<file path="src/rtl/xor_descrambler.sv">
// Self-synchronous 1 + x^14 + x^15 descrambler with a registered valid/ready output and lock tag.
// Optional XOR_DESCRAMBLER_BYPASS_EN adds a bypass input that forwards beats unchanged.
module xor_descrambler #(
   parameter int DATA_W = 8
) (
   input  logic              clk,
   input  logic              reset,
   input  logic              sync_clear,
`ifdef XOR_DESCRAMBLER_BYPASS_EN
   input  logic              bypass,
`endif
   input  logic [DATA_W-1:0] in_data,
   input  logic              in_valid,
   output logic              in_ready,
   output logic [DATA_W-1:0] out_data,
   output logic              out_valid,
   input  logic              out_ready,
   output logic              out_locked
);

   localparam int         HIST_W  = 15;
   localparam logic [3:0] CNT_MAX = 4'd15;

   logic [HIST_W-1:0] s_q;
   logic [HIST_W-1:0] s_next;
   logic [3:0]        cnt_q;
   logic [3:0]        cnt_next;
   logic [DATA_W-1:0] d_bits;
   logic [DATA_W-1:0] out_data_next;
   logic              out_locked_next;
   logic              accept;

   assign in_ready = !sync_clear && (!out_valid || out_ready);
   assign accept   = in_valid && in_ready;

   always_comb begin : descramble
      logic [HIST_W-1:0] st;
      // NOTE: blocking assignments chain each bit's updated history into the next bit of the same beat.
      st     = s_q;
      d_bits = '0;
      for (int k = 0; k < DATA_W; k++) begin
         d_bits[k] = in_data[k] ^ st[13] ^ st[14];
         st        = {st[HIST_W-2:0], in_data[k]};
      end
      s_next = st;
   end

   always_comb begin : lock_count
      int sum;
      sum      = int'(cnt_q) + DATA_W;
      cnt_next = (sum >= int'(CNT_MAX)) ? CNT_MAX : sum[3:0];
   end

   always_comb begin
      out_data_next   = d_bits;
      out_locked_next = (cnt_q == CNT_MAX);
`ifdef XOR_DESCRAMBLER_BYPASS_EN
      if (bypass) begin
         out_data_next   = in_data;
         out_locked_next = 1'b1;
      end
`endif
   end

   always_ff @(posedge clk or posedge reset) begin
      if (reset) begin
         s_q        <= '0;
         cnt_q      <= '0;
         out_data   <= '0;
         out_valid  <= 1'b0;
         out_locked <= 1'b0;
      end else begin
         // sync_clear also blocks acceptance, so the two branches never compete for a beat.
         if (sync_clear) begin
            s_q   <= '0;
            cnt_q <= '0;
         end else if (accept) begin
            s_q   <= s_next;
            cnt_q <= cnt_next;
         end

         if (accept) begin
            out_data   <= out_data_next;
            out_locked <= out_locked_next;
            out_valid  <= 1'b1;
         end else if (out_ready) begin
            out_valid  <= 1'b0;
         end
      end
   end

endmodule

</file>
<file path="config.mk">
export PLATFORM = sky130hd
export DESIGN_NAME = xor_descrambler
export DESIGN_NICKNAME = d
export VERILOG_FILES = /design/src/rtl/xor_descrambler.sv
export SDC_FILE = /design/constraint.sdc
export NUM_CORES = 1
export LEC_CHECK = 0
export CORE_AREA = 2 2 73 75
export DETAILED_ROUTE_END_ITERATION = 8
export DIE_AREA = 0 0 75 77
export PLACE_DENSITY = 0.53
export SLEW_MARGIN = 10
export SYNTH_ARGS = -nofsm -noshare
export SYNTH_HDL_FRONTEND = slang
export SYNTH_SLANG_ARGS = --single-unit
</file>
<file path="constraint.sdc">
create_clock -name clk -period 2.86 [get_ports clk]
set_input_delay 0.429 -clock clk [delete_from_list [all_inputs] [get_ports clk]]
set_output_delay 0.429 -clock clk [all_outputs]
set_load 0.02 [all_outputs]
</file>
==> results.toml, run 1 <==
[run_status]
status = "complete, no violations"

[clock_network]
cts_sinks = 27
cts_tree = "done"
ctsHoldBuffers = 0
htreeDepth = 1
postCtsSetupRepairBufs = 0
path_clk_slew_ns = 0.09
ctsResizeCount = 0
cts_root_buf = "clkbuf_8"
numCtsBuffers = 3
clock_latency_ns = 0.27
clock_path_buffers = 2

[global_route]
grt_pass1_vias = 863
grt_max_degree = 28
overflow = 0
antenna_found_initial = 0
grt_usage_pct = 9.43
grt_pass1_wl_um = 4170

[timing]
setup_tns_ns = 0
timing.fmax_mhz = 452
slew_headroom_pct = 67.6
setup_viol_count_final = 0
tightest_slew_ns = 0.486
fin_crit_sh_pct = 77.4
hold_viol = 0
rsz0062_at_grt = "false"
finClkSkew_ns = 0.00464
drv_slew = 0
period_needed_ns = 2.21

[synthesis]
synth_top_area_cell = "dfrtp_1"
netlist_instances = 96
synth_edf_count = 0
synth_most_common_cell = "dfrtp_1"
yosysTopAreaCellShare_pct = 50.0
synthDistinctLibCells = 16
synth_area_per_cell_um2 = 14.1
synth-seq-cells = 27
synthArstFlopShare_pct = 100
synth-main-ff-cell = "dfrtp_1"
syn-cell-area_um2 = 1350
seq_area_frac_synth_pct = 50.0
yosys_warnings = 0
synth_area_leaders = "dfrtp_1 50%, mux2_4 19%, xnor2_1 10%, and2b_1 5.6%, mux2_2 5.0%"
syn_nets = 109
ys_top_cells_by_count = "27 x dfrtp_1, 17 x mux2_4, 16 x xnor2_1"

[floorplanning]
die_h_um = 77
die_area_um2 = 5780
fp.dieW_um = 75
io_pins = 24
core_region_area_um2 = 4980
start_util_pct = 27.1
rows = 26

[route]
wl_per_cell_um = 12.4
wl_um = 2380
drc_errors = 0
vias_per_cell = 3.95
firstDrtPassIters = 4
drt_iter0_drc = 24
final_antenna_net_count = 0
vias = 758

[setup_path]
required_ns = 2.43
worstPathMaxFanout = 4
worstSetupPathType = "input port to output pin"
endpoint_kind = "output pin"
reg2reg_depth = 3
cp.arrival_ns = 1.78
start_kind = "input port"

[hold_path]
whs_path_depth = 2
hold_path_class = "flip-flop to flip-flop"

[placed_design]
portBuffers = 23
gp_congestion = 0.661
dp_cells = 188
hpwl_um = 1580

[pwr]
p_leak_uw = 0.000795
power_density_nw_per_um2 = 559
irDropWorstVdd_v = 0.000287

[layout]
stdcell_count = 192
nets = 136
insertedDiodeCount = 0
drive_gt1_share_pct = 24.6
area_growth_pct = 25.9

[job]
maxCapViolations = 0
[critical path: stages]
cell	delay, ns
clkdlybuf4s50_1	0.44
nand2b_2	0.16
nor2b_1	0.14
clkdlybuf4s50_1	0.61
[cell families (layout without fill, tap and decap cells)]
logic type | after synthesis | after routing | synth area share [%]
flip-flops | 27 | 27 | 50.0
AND/OR/NAND/NOR | 21 | 21 | 11.3
buffers and inverters | 6 | 32 | 2.87
AO/OA/AOI/OAI | 2 | 2 | 0.833
XOR/XNOR | 16 | 16 | 10.4
multiplexers | 24 | 24 | 24.6
[path summary, 6_finish.rpt]
check	start	end	slack [ns]
max	out_ready	in_ready	0.65
min	cnt_q[1]	cnt_q[1]	0.51
max reg2reg	out_valid	s_q[6]	1.39
min reg2reg	cnt_q[1]	cnt_q[1]	0.51
max in group asynchronous	reset	out_data[5]	2.06
min in group asynchronous	reset	out_data[2]	0.52
[routing by layer]
metal	share of wire [%]	up-vias	routed length, µm	track usage, %
met4	0.63	0	15	2.68
li1	-	366	-	-
met5	0	-	0	0
met3	4.7	2	113	3.29
met2	47	18	1130	14.7
met1	47	372	1130	12.2
[flip-flops by register name (all words and copies together), names as in the netlist]
name and cells:
out_data 8, s_q 15, cnt_q 2, out_locked 1
out_valid 1
[metrics by stage]
| step | utilization [%] | power [µW] | instance area [µm²] | worst slack [ns] | hold WS (ns) |
|---|---|---|---|---|---|
| 2_1_floorplan | - | 631 | 1350 | 1.49 | 0.463 |
| 3_3_place_gp | 33.3 | 742 | 1660 | 0.657 | 0.480 |
| 3_5_place_dp | 33.3 | 745 | 1660 | 0.655 | 0.490 |
| 4_1_cts | 34.2 | 979 | 1700 | 0.635 | 0.511 |
| 5_1_grt | 34.2 | 1010 | 1700 | 0.596 | 0.530 |
| 6_report | 34.2 | 952 | 1700 | 0.646 | 0.507 |
[report_power, final]
part	switching, µW	internal, µW	total, µW
sequential	29.3	432	461
clock	118	99.8	218
combinational	114	159	272
total	261	691	952
[cells in the final DEF, fill, tap and decap left out]
master	Yosys	layout
nor2b_1	6	6
nor2_1	1	1
mux2i_1	1	1
and2b_1	10	10
o21ai_0	1	1
buf_4	0	2
a31oi_1	1	1
xnor2_1	16	16
clkdlybuf4s50_1	0	23
clkbuf_1	0	1
nand2b_2	1	1
clkbuf_8	0	3
inv_1	3	3
nand2_1	2	2
nand3b_4	1	1
mux2_2	6	6
mux2_4	17	17
dfrtp_1	27	27
[layout make-up]
type	instances	area, µm²
Inverter	3	11.3
Sequential cell	27	676
Tap cell	70	87.6
Timing Repair Buffer	25	245
Fill cell	492	3280
Multi-Input combinational cell	63	637
Clock buffer	4	45.0
Power figures use the tool's default switching activity.
==> inputs of run 2 (changes only) <==
Clock period 2.86 ns to 2.15 ns, I/O delays scaled along.
==> run 2 against run 1 <==
Net effect:
- global-route usage is 0.27 points higher
- hold slack got worse by 0.085 ns
- setup slack got worse by 0.50 ns
- sequential power increased by 34%
- sequential share of layout area decreased by 0.63 points
- non-clock buffer count up 2
==> results.toml, run 2 (synthesis gave the netlist of run 1 again) <==
[run_status]
status = "complete, no violations"

[timing]
finClkSkew_ns = 0.00145
period_needed_ns = 2.00
fin_crit_sh_pct = 93.2
setup_tns_ns = 0
drv_slew = 0
slew_headroom_pct = 76.5
rsz0062_at_grt = "false"
hold_viol = 0
whs_ns = 0.421
tightest_slew_ns = 0.352
timing.fmax_mhz = 499
setup_viol_count_final = 0

[setup_path]
cp.arrival_ns = 1.68
crit_chain = "clkdlybuf4s50_1 -> nand2b_2 -> nor2b_1 -> clkdlybuf4s50_1"
slowest_delay_ns = 0.61
slowest_stage = "clkdlybuf4s50_1"
worstPathMaxFanout = 4
crit_top_cell = "clkdlybuf4s50_1"
endpoint_kind = "output pin"
crit_family = "buffers and inverters"
start_kind = "input port"
required_ns = 1.83
path_buf_inv = 2
worstSetupPathType = "input port to output pin"

[floorplanning]
rows = 26
die_area_um2 = 5780
io_pins = 24
core_region_area_um2 = 4980
fp.dieW_um = 75
die_h_um = 77
start_util_pct = 27.1

[clock_network]
cts_sinks = 27
clock_path_buffers = 2
ctsResizeCount = 0
clock_latency_ns = 0.27
cts_root_buf = "clkbuf_8"
path_clk_slew_ns = 0.09
numCtsBuffers = 3
cts_tree = "done"
postCtsSetupRepairBufs = 0
ctsHoldBuffers = 0
htreeDepth = 1

[global_route]
grt_pass1_wl_um = 4260
grt_usage_pct = 9.70
grt_pass1_vias = 861
antenna_found_initial = 0
grt_max_degree = 28
overflow = 0

[job]
maxCapViolations = 0

[pwr]
p_leak_uw = 0.000809
irDropWorstVdd_v = 0.000412
power_density_nw_per_um2 = 737

[route]
vias = 780
wl_per_cell_um = 12.3
wl_um = 2390
firstDrtPassIters = 3
drt_iter0_drc = 35
drc_errors = 0
vias_per_cell = 4.02
final_antenna_net_count = 0

[layout]
layout_common_cells = "27 x dfrtp_1, 23 x clkdlybuf4s50_1, 17 x mux2_4"
reg_top3 = "s_q x15, out_data x8, cnt_q x2"
area_growth_pct = 28.0
max_flop_register = "s_q"
nets = 138
largest_reg_flops = 15
fillers = 500
stdcell_count = 194
insertedDiodeCount = 0
drive_gt1_share_pct = 25.8
final_common_cell = "dfrtp_1"

[placed_design]
portBuffers = 23
dp_cells = 190
hpwl_um = 1710
gp_congestion = 0.670

[hold_path]
hold_path_class = "input port to async pin"
## run 2: changes by cell type in the layout (fill, tap and decap cells not counted), sizes merged
cell and change:
buf +2
## run 2: worst register-to-register path, stage by stage (launching register included)
cell and delay, ns:
dfrtp_1 0.41, nand2b_2 0.13, nand3b_4 0.19, buf_4 0.24, mux2_4 0.30
## run 2: metrics by stage
step	total power (µW)	instance area [µm²]	setup slack, ns	utilization (%)
2_1_floorplan	840	1350	0.847	-
3_3_place_gp	992	1680	0.157	33.8
3_5_place_dp	998	1680	0.164	33.8
4_1_cts	1300	1730	0.139	34.7
5_1_grt	1350	1730	0.0722	34.7
6_report	1270	1730	0.147	34.7
## run 2: where the power goes
part           switching (µW)  internal, µW
registers                41.1           575
clock network             159           133
logic                     151           215
total                     351           923
## run 2: final cells by class
| class | instances | area, µm² | area share [%] |
|---|---|---|---|
| Clock buffer | 4 | 45.0 | 2.60 |
| Inverter | 3 | 11.3 | 0.651 |
| Multi-Input combinational cell | 63 | 637 | 36.8 |
| Sequential cell | 27 | 676 | 39.1 |
| Tap cell | 70 | 87.6 | 5.07 |
| Timing Repair Buffer | 27 | 273 | 15.8 |
## run 2: worst paths after layout
check	from	slack, ns	depth (start not counted)	to
hold / removal	reset	0.42	3	out_data[2]
max in group asynchronous	reset	1.47	3	s_q[1]
setup reg to reg	out_valid	0.78	4	s_q[4]
setup / recovery	out_ready	0.15	4	in_ready
hold reg to reg	s_q[0]	0.50	1	s_q[8]
min in group clk	s_q[0]	0.50	1	s_q[8]
## run 2: metal layers
layer	part of all wire (%)	GRT usage (%)	vias to the layer above
met5	0	0	-
met4	1.1	2.68	0
li1	-	-	371
met1	46	13.1	387
met2	47	14.3	18
met3	5.4	3.81	4
